## src/rtl/core_design_pkg.sv

```systemverilog
// core_design_pkg: shared state/mode types and luminosity weights for the grayscale engine
package core_design_pkg;
  typedef enum logic [2:0] {gs_idle, gs_run, gs_pause, gs_drain, gs_done, gs_abort} gs_states;
  typedef enum logic [1:0] {gs_avg = 2'd0, gs_lum = 2'd1, gs_light = 2'd2, gs_rsvd = 2'd3} gs_mode;
  localparam int gs_lum_r = 299;
  localparam int gs_lum_g = 587;
  localparam int gs_lum_b = 114;
  localparam int gs_lum_div = 1000;
endpackage

```

## src/rtl/grayscale_pixel_calc.sv

```systemverilog
// grayscale_pixel_calc: one registered stage turning a packed {R,G,B} pixel into a gray value
module grayscale_pixel_calc
  import core_design_pkg::*;
#(
  parameter int CH_W = 8
) (
  input  logic              clk,
  input  logic              rst,
  input  logic [3*CH_W-1:0] pix,
  input  gs_mode            mode,
  output logic [CH_W-1:0]   gray
);
  localparam int AW = CH_W + 2;
  localparam int LW = CH_W + 10;
  localparam int HW = CH_W + 1;
  logic [CH_W-1:0] r, g, b, mx, mn;
  logic [AW-1:0] avg;
  logic [LW-1:0] lum;
  logic [HW-1:0] lit;
  always_comb begin
    {r, g, b} = pix;
    mx = r > g ? (r > b ? r : b) : (g > b ? g : b);
    mn = r < g ? (r < b ? r : b) : (g < b ? g : b);
    avg = (AW'(r) + AW'(g) + AW'(b)) / AW'(3);
    lum = (LW'(gs_lum_r) * LW'(r) + LW'(gs_lum_g) * LW'(g) + LW'(gs_lum_b) * LW'(b)) / LW'(gs_lum_div);
    lit = (HW'(mx) + HW'(mn)) >> 1;
  end
  always_ff @(posedge clk) begin
    if (rst) gray <= '0;
    else gray <= mode == gs_avg ? CH_W'(avg) : mode == gs_lum ? CH_W'(lum) : mode == gs_light ? CH_W'(lit) : '0;
  end
endmodule

```

## src/rtl/grayscale_stream_engine.sv

```systemverilog
// grayscale_stream_engine: streams a pixel block through the gray calculator into destination memory
module grayscale_stream_engine
  import core_design_pkg::*;
#(
  parameter int CH_W       = 8,
  parameter int ADDR_W     = 16,
  parameter int CNT_W      = 16,
  parameter int FIFO_DEPTH = 4
) (
  input  logic              clk,
  input  logic              rst,
  input  logic              start,
  input  logic              pause,
  input  logic              abort,
  input  logic [1:0]        cfg_mode,
  input  logic [ADDR_W-1:0] cfg_src_base,
  input  logic [ADDR_W-1:0] cfg_dst_base,
  input  logic [CNT_W-1:0]  cfg_num_pix,
  output logic              rd_req,
  output logic [ADDR_W-1:0] rd_addr,
  input  logic [3*CH_W-1:0] rd_data,
  output logic              wr_en,
  output logic [ADDR_W-1:0] wr_addr,
  output logic [CH_W-1:0]   wr_data,
  input  logic              wr_ready,
  output logic              busy,
  output logic              done,
  output logic              aborted,
  output logic              cfg_err,
  output logic [CNT_W-1:0]  pix_count
);
  localparam int PW = $clog2(FIFO_DEPTH);
  gs_states state;
  gs_mode mode;
  logic [ADDR_W-1:0] src_base, dst_base;
  logic [CNT_W-1:0] num_pix, issued, written, inflight;
  logic v1, v2, pop, last;
  logic [CH_W-1:0] gray;
  logic [CH_W-1:0] mem [FIFO_DEPTH];
  logic [PW:0] wp, rp;
  grayscale_pixel_calc #(.CH_W(CH_W)) u_calc (
    .clk (clk),
    .rst (rst),
    .pix (rd_data),
    .mode(mode),
    .gray(gray)
  );
  always_comb begin
    busy = state == gs_run || state == gs_pause || state == gs_drain;
    done = state == gs_done;
    aborted = state == gs_abort;
    wr_en = busy && wp != rp;
    pop = wr_en && wr_ready;
    last = pop && written == num_pix - 1'b1;
    inflight = issued - written - CNT_W'(pop);
    rd_req = state == gs_run && !pause && issued < num_pix && inflight < CNT_W'(FIFO_DEPTH);
    rd_addr = src_base + ADDR_W'(issued);
    wr_addr = dst_base + ADDR_W'(written);
    wr_data = wr_en ? mem[rp[PW-1:0]] : '0;
    pix_count = written;
  end
  always_ff @(posedge clk) begin
    if (v2) mem[wp[PW-1:0]] <= gray;
  end
  always_ff @(posedge clk) begin
    if (rst) begin
      state <= gs_idle;
      mode <= gs_avg;
      src_base <= '0;
      dst_base <= '0;
      num_pix <= '0;
      issued <= '0;
      written <= '0;
      v1 <= 1'b0;
      v2 <= 1'b0;
      wp <= '0;
      rp <= '0;
      cfg_err <= 1'b0;
    end else begin
      cfg_err <= 1'b0;
      v1 <= rd_req;
      v2 <= v1;
      if (rd_req) issued <= issued + 1'b1;
      if (v2) wp <= wp + 1'b1;
      if (pop) begin
        rp <= rp + 1'b1;
        written <= written + 1'b1;
      end
      case (state)
        gs_idle: if (start) begin
          if (cfg_mode == 2'd3) cfg_err <= 1'b1;
          else if (cfg_num_pix == '0) state <= gs_done;
          else begin
            mode <= gs_mode'(cfg_mode);
            src_base <= cfg_src_base;
            dst_base <= cfg_dst_base;
            num_pix <= cfg_num_pix;
            issued <= '0;
            written <= '0;
            state <= gs_run;
          end
        end
        gs_run, gs_pause, gs_drain: begin
          // completion outranks abort; abort flushes the pipeline and FIFO
          if (last) state <= gs_done;
          else if (abort) begin
            state <= gs_abort;
            v1 <= 1'b0;
            v2 <= 1'b0;
            wp <= '0;
            rp <= '0;
          end else if (state == gs_run) state <= issued == num_pix ? gs_drain : pause ? gs_pause : gs_run;
          else if (state == gs_pause && !pause) state <= gs_run;
        end
        default: state <= gs_idle;
      endcase
    end
  end
endmodule

```

## config.mk

```make
export PLATFORM = sky130hd
export DESIGN_NAME = grayscale_stream_engine
export DESIGN_NICKNAME = d
export VERILOG_FILES = /design/src/rtl/core_design_pkg.sv /design/src/rtl/grayscale_pixel_calc.sv /design/src/rtl/grayscale_stream_engine.sv
export SDC_FILE = /design/constraint.sdc
export NUM_CORES = 1
export LEC_CHECK = 0
export ABC_AREA = 1
export CAP_MARGIN = 20
export CORE_UTILIZATION = 55
export DETAILED_ROUTE_END_ITERATION = 8
export PLACE_DENSITY = 0.87
export SLEW_MARGIN = 20
export SYNTH_ARGS = -nofsm -noshare
export SYNTH_HDL_FRONTEND = slang
export SYNTH_SLANG_ARGS = --single-unit
```

## constraint.sdc

```tcl
create_clock -name clk -period 9.4 [get_ports clk]
set_input_delay 1.41 -clock clk [delete_from_list [all_inputs] [get_ports clk]]
set_output_delay 1.41 -clock clk [all_outputs]
set_load 0.01 [all_outputs]
```

==> metrics, run 1 <==
outcome finished with violations; failing checks negative setup slack; clock sink count 134; Post-synth EDFFs 32; core area 28780 µm²; yosys warns 0; Post-DRT Antenna Nets 0; detailed placer's ending HPWL 35150 µm; slew margin rel. 32.96%; Initial DRC Count 1684; RSZ-0062 raised after global routing yes; CTS Root Cell clkbuf_16; via-per-instance ratio 5.725; maximum buffer depth of the clock tree 2; Die X 173.1 µm; synthesis-stage register bit count 134; Clk pin slew, worst setup/hold paths 0.06 ns; Initial Util 55.93%; first drt pass iteration count 7; Layout Skew 0.01121 ns; CTS Buf Count 17; WL/cell 17.83 µm; Clock Latency Late Sink 0.43 ns; final setup fails 6; final number of max-transition violations 0; Synth Instances 2235; gr ovfl total 0; fin crit share 123.9%; register area share after synthesis 18.66%; n_diodes 0; most frequent CP cell nand2_1; Total Wirelength 52650 µm; final net count 2946; # Max-Cap Violations 0; # IOs 142; area share of the largest cell type after synthesis 17.96%; Routability Congestion 0.9987; area leader, netlist ha_1; Post-Syn Area per Cell 7.202 µm²; non-filler cells, final 2953; Hold Crit Class register to register; Final Cell Area 21210 µm²; Port Buffers 141; H-tree depth 4; Hold Violations, Final 0; R2R setup slack 1.24 ns; Primary FF master, synth dfxtp_1; Worst path slowest cell fa_1; Post-Place Cell Area 19190 µm²; min cycle time layout 11.65 ns; fin worst setup slack -2.245 ns; Max Fanout on Critical Path 8; Die Y 173.1 µm; Tot GR Track Use 30.67%; Vias 16910; ratio of cells with drive above 1 in the final layout 20.75%; Final Util 73.70%; antenna violations before repair 0; Req. time, crit path 9.75 ns; CTS tree done; synthesized cell area 16100 µm²; die area 29960 µm²; vias in the first global route 16220; Net Count, Synth 2624; fraction of registers with async set/reset 0%; count of cell types in the netlist 55; Site Rows 62; crit path capture type register; Area Overhead vs Synth 31.77%; first-pass GRT wire length 75580 µm; Fill cells 1839; fmax 85.87 MHz; Worst Tran Pin Value 0.9989 ns; largest net degree at the start of global routing 57; CP peak stage delay 0.57 ns; # DRC 0; setup_tns -8.433 ns; CP arrival 12.00 ns; Placed Cells 2872; Area contributors post-synth ha_1 18%, dfxtp_1 13%, inv_1 11%, fa_1 9.7%, nand2_1 8.3%; Startpoint Class primary input; type of the worst setup path primary input to register
## metal layers
layer | up-vias | share of wire [%] | GRT usage, %
met2 | 1037 | 48 | 55.31
li1 | 7805 | - | -
met5 | - | 0 | 0
met4 | 0 | 6.1 | 12.06
met3 | 292 | 9.3 | 4.112
met1 | 7773 | 37 | 36.74
## flip-flops by register name, summed over array words and instances, names as in the netlist
signal,count
cfg_err,1
dst_base,16
issued,16
mem,32
mode,2
num_pix,16
pix_count,16
rp,3
src_base,16
state,3
u_calc.gray,8
v1,1
v2,1
wp,3
## cell usage after synthesis, types with 6 or more instances
library cell	count
inv_1	454
a21o_1	10
a31oi_1	7
inv_2	21
o21ai_0	143
a21oi_1	176
dfxtp_1	102
nand2_4	9
clkbuf_1	31
edfxtp_1	32
nand2_1	357
nor3_1	21
ha_1	231
fa_1	78
nand3_2	8
or2_2	11
nand3_1	93
nand3b_1	11
nand2_2	30
xnor2_1	25
nor2_2	11
nor2_1	174
xor2_1	98
o21bai_1	15
nor4_1	7
and2_1	6
nand4_1	23
## path summary, 6_finish.rpt
kind,to,start,depth (start not counted)
setup / recovery,u_calc.gray[0],rd_data[2],69
hold / removal,v2,v1,2
setup reg to reg,issued[14],rp[1],45
hold reg to reg,v2,v1,2
## metrics by stage
step / setup slack [ns] / hold WS, ns
floorplan: -0.5047 / 0.3936
global placement: -1.732 / 0.3991
detailed placement: -2.094 / 0.4043
CTS: -1.017 / 0.4143
global route: -2.741 / 0.4510
finish: -2.245 / 0.4419
## area by class of cell
type                    instances  area, µm²  area share (%)
clock inverters                 9      87.58          0.4129
repair buffers                334       2912           13.73
inverters                     478       1826           8.607
multi-input cells            1592      12380           58.39
clock buffers                  22      518.0           2.442
well taps                     384      480.5           2.265
flip-flops and latches        134       3003           14.16
## what timing repair did
| item | in CTS | in global routing |
|---|---|---|
| pin swaps | 66 | 119 |
| buffers inserted | 21 | 29 |
| cloned | 1 | 0 |
| gates resized for setup | 125 | 155 |
| hold buffers | 0 | 0 |
| setup endpoints to repair | 5 | 5 |
## layout by cell type, fill, tap and decap left out, types with 21 or more instances in the layout
cell and n:
a21oi_1 164, buf_4 178, clkdlybuf4s50_1 136, dfxtp_1 102, edfxtp_1 32, fa_1 75
ha_1 217, inv_1 431, inv_2 35, nand2_1 269, nand2_2 68, nand2_4 55
nand3_1 70, nand3_2 25, nand4_1 23, nor2_1 155, nor3_1 21, o21ai_0 140
xnor2_1 21, xor2_1 95
## worst max-delay path: cells and delay by family
kind	cells	cell delay (ns)
AO/OA/AOI/OAI	3	0.59
adder cells (fa/ha/maj)	10	3.93
XOR/XNOR	1	0.41
buffers and inverters	11	1.09
AND/OR/NAND/NOR	44	4.48
## kinds of logic (layout without fill, tap and decap cells)
group / Yosys count / in the layout / synth area share [%]
flops: 134 / 134 / 18.66
xor+xnor: 123 / 123 / 6.693
buf+inv: 510 / 843 / 11.91
simple gates: 773 / 774 / 21.91
compound gates: 386 / 386 / 13.18
fa+ha+maj: 309 / 309 / 27.66
Power of run 1 is left out: the tool's default activity adds up to more than one toggle a clock period on the data nets, which glitch-free logic cannot reach.
==> run 2: changes to the inputs <==
- GPL_ROUTABILITY_DRIVEN: not set -> 0
- PLACE_DENSITY: 0.87 -> 0.84
- clock period: 9.4 -> 13.35 ns (I/O delays scaled with it)
==> metrics, run 2 (synthesized netlist as in run 1, its figures left out) <==
first drt pass iteration count 8; Startpoint Class primary input; Area Overhead vs Synth 14.85%; Clk pin slew, worst setup/hold paths 0.05 ns; Initial DRC Count 1069; Initial Util 55.93%; CTS Buf Count 17; via-per-instance ratio 5.422; Worst Hold Endpoint v2; Hold Crit Class register to register; # DRC 0; Tot GR Track Use 27.75%; CP peak stage delay 0.71 ns; crit path capture type register; core area 28780 µm²; setup_tns 0 ns; outcome completed; largest net degree at the start of global routing 102; Layout Skew 0.009693 ns; r2r endpoint issued[14]; commonest non-fill, non-tap cell in the layout inv_1; CTS tree done; CP arrival 12.75 ns; Worst Tran Pin Value 0.9186 ns; ratio of cells with drive above 1 in the final layout 5.969%; reg2reg path depth 45; Vias 14980; Fin Hold WS 0.4222 ns; fin worst setup slack 0.9466 ns; WL/cell 14.85 µm; most frequent CP cell nand2_1; vias in the first global route 14750; H-tree depth 4; first-pass GRT wire length 68450 µm; RSZ-0062 raised after global routing no; Req. time, crit path 13.70 ns; type of the worst setup path primary input to register; R2R Path Start rp[0]; R2R setup slack 5.12 ns; Max Fanout on Critical Path 10; max reg flops 32; Worst path slowest cell clkdlybuf4s50_1; Die Y 173.1 µm; Die X 173.1 µm; final setup fails 0; # Max-Cap Violations 0; final net count 2755; Clock Latency Late Sink 0.43 ns; # IOs 142; CTS Root Cell clkbuf_16; DP Worst Slack 0.5706 ns; min cycle time layout 12.40 ns; Total Wirelength 41030 µm; hold path startpoint v1; slew margin rel. 38.35%; WHS Path Cells 2; fmax 80.62 MHz; Port Buffers 141; gr ovfl total 0; maximum buffer depth of the clock tree 2; die area 29960 µm²; antenna violations before repair 0; most frequent cells in the layout 454 x inv_1, 357 x nand2_1, 231 x ha_1; clock sink count 134; Hold Violations, Final 0; Post-DRT Antenna Nets 0; hold buffers post-CTS 0; detailed placer's ending HPWL 33270 µm; n_diodes 0; final number of max-transition violations 0; fin crit share 92.91%; Site Rows 62
## run 2: changes by cell type in the layout (fill, tap and decap cells not counted), sizes merged
cell	change
buf	-193
bufinv	+1
clkbuf	-5
clkdlybuf4s50	+4
clkinv	+4
clkinvlp	-4
dlygate4sd2	-1
dlymetal6s2s	+1
inv	+4
nand2	-1
## run 2: final cells by class
cell class              instances  area [µm²]
repair buffers                144        1436
flip-flops and latches        134        3003
inverters                     478        1795
clock inverters                14       152.6
well taps                     384       480.5
fillers                      2362       10290
clock buffers                  18       429.2
multi-input cells            1591       11190
## run 2: stage by stage
step | instances | cell area [µm²] | utilization (%)
after floorplan | 2235 | 16100 | -
after global placement | 2731 | 17900 | 62.20
after detailed placement | 2731 | 17900 | 62.20
after CTS | 2763 | 18480 | 64.22
after global routing | 2763 | 18490 | 64.23
final | 2763 | 18490 | 64.23
## run 2: worst max-delay path by stage
stage                from              to  slack, ns
2_1_floorplan  rd_data[1]  u_calc.gray[0]       2.57
5_1_grt        rd_data[2]  u_calc.gray[0]      0.004
6_report       rd_data[2]  u_calc.gray[0]       0.95
3_5_place_dp   rd_data[1]  u_calc.gray[0]       0.57
3_3_place_gp   rd_data[1]  u_calc.gray[0]       0.97
4_1_cts        rd_data[1]  u_calc.gray[0]       0.98
## run 2: metal layers
metal | track usage, % | wire length, µm | vias up
met5 | 0 | 0 | -
met4 | 11.17 | 1303 | 0
met2 | 48.66 | 19720 | 508
met3 | 3.540 | 2521 | 99
li1 | - | - | 7401
met1 | 34.41 | 17490 | 6972
## run 2: critical path: cells and delay by family
kind	cells	cell delay, ns
adder cells (fa/ha/maj)	8	3.44
buffers and inverters	11	1.42
XOR/XNOR	1	0.17
AO/OA/AOI/OAI	5	1.13
AND/OR/NAND/NOR	46	4.57
## run 2: repair_timing
item                                    CTS  global route
buffers inserted                          0             0
hold endpoints to repair                  0             0
endpoints found under the setup margin    0             1
gates resized for setup                   0             1
Power of run 2 is left out for the same reason.
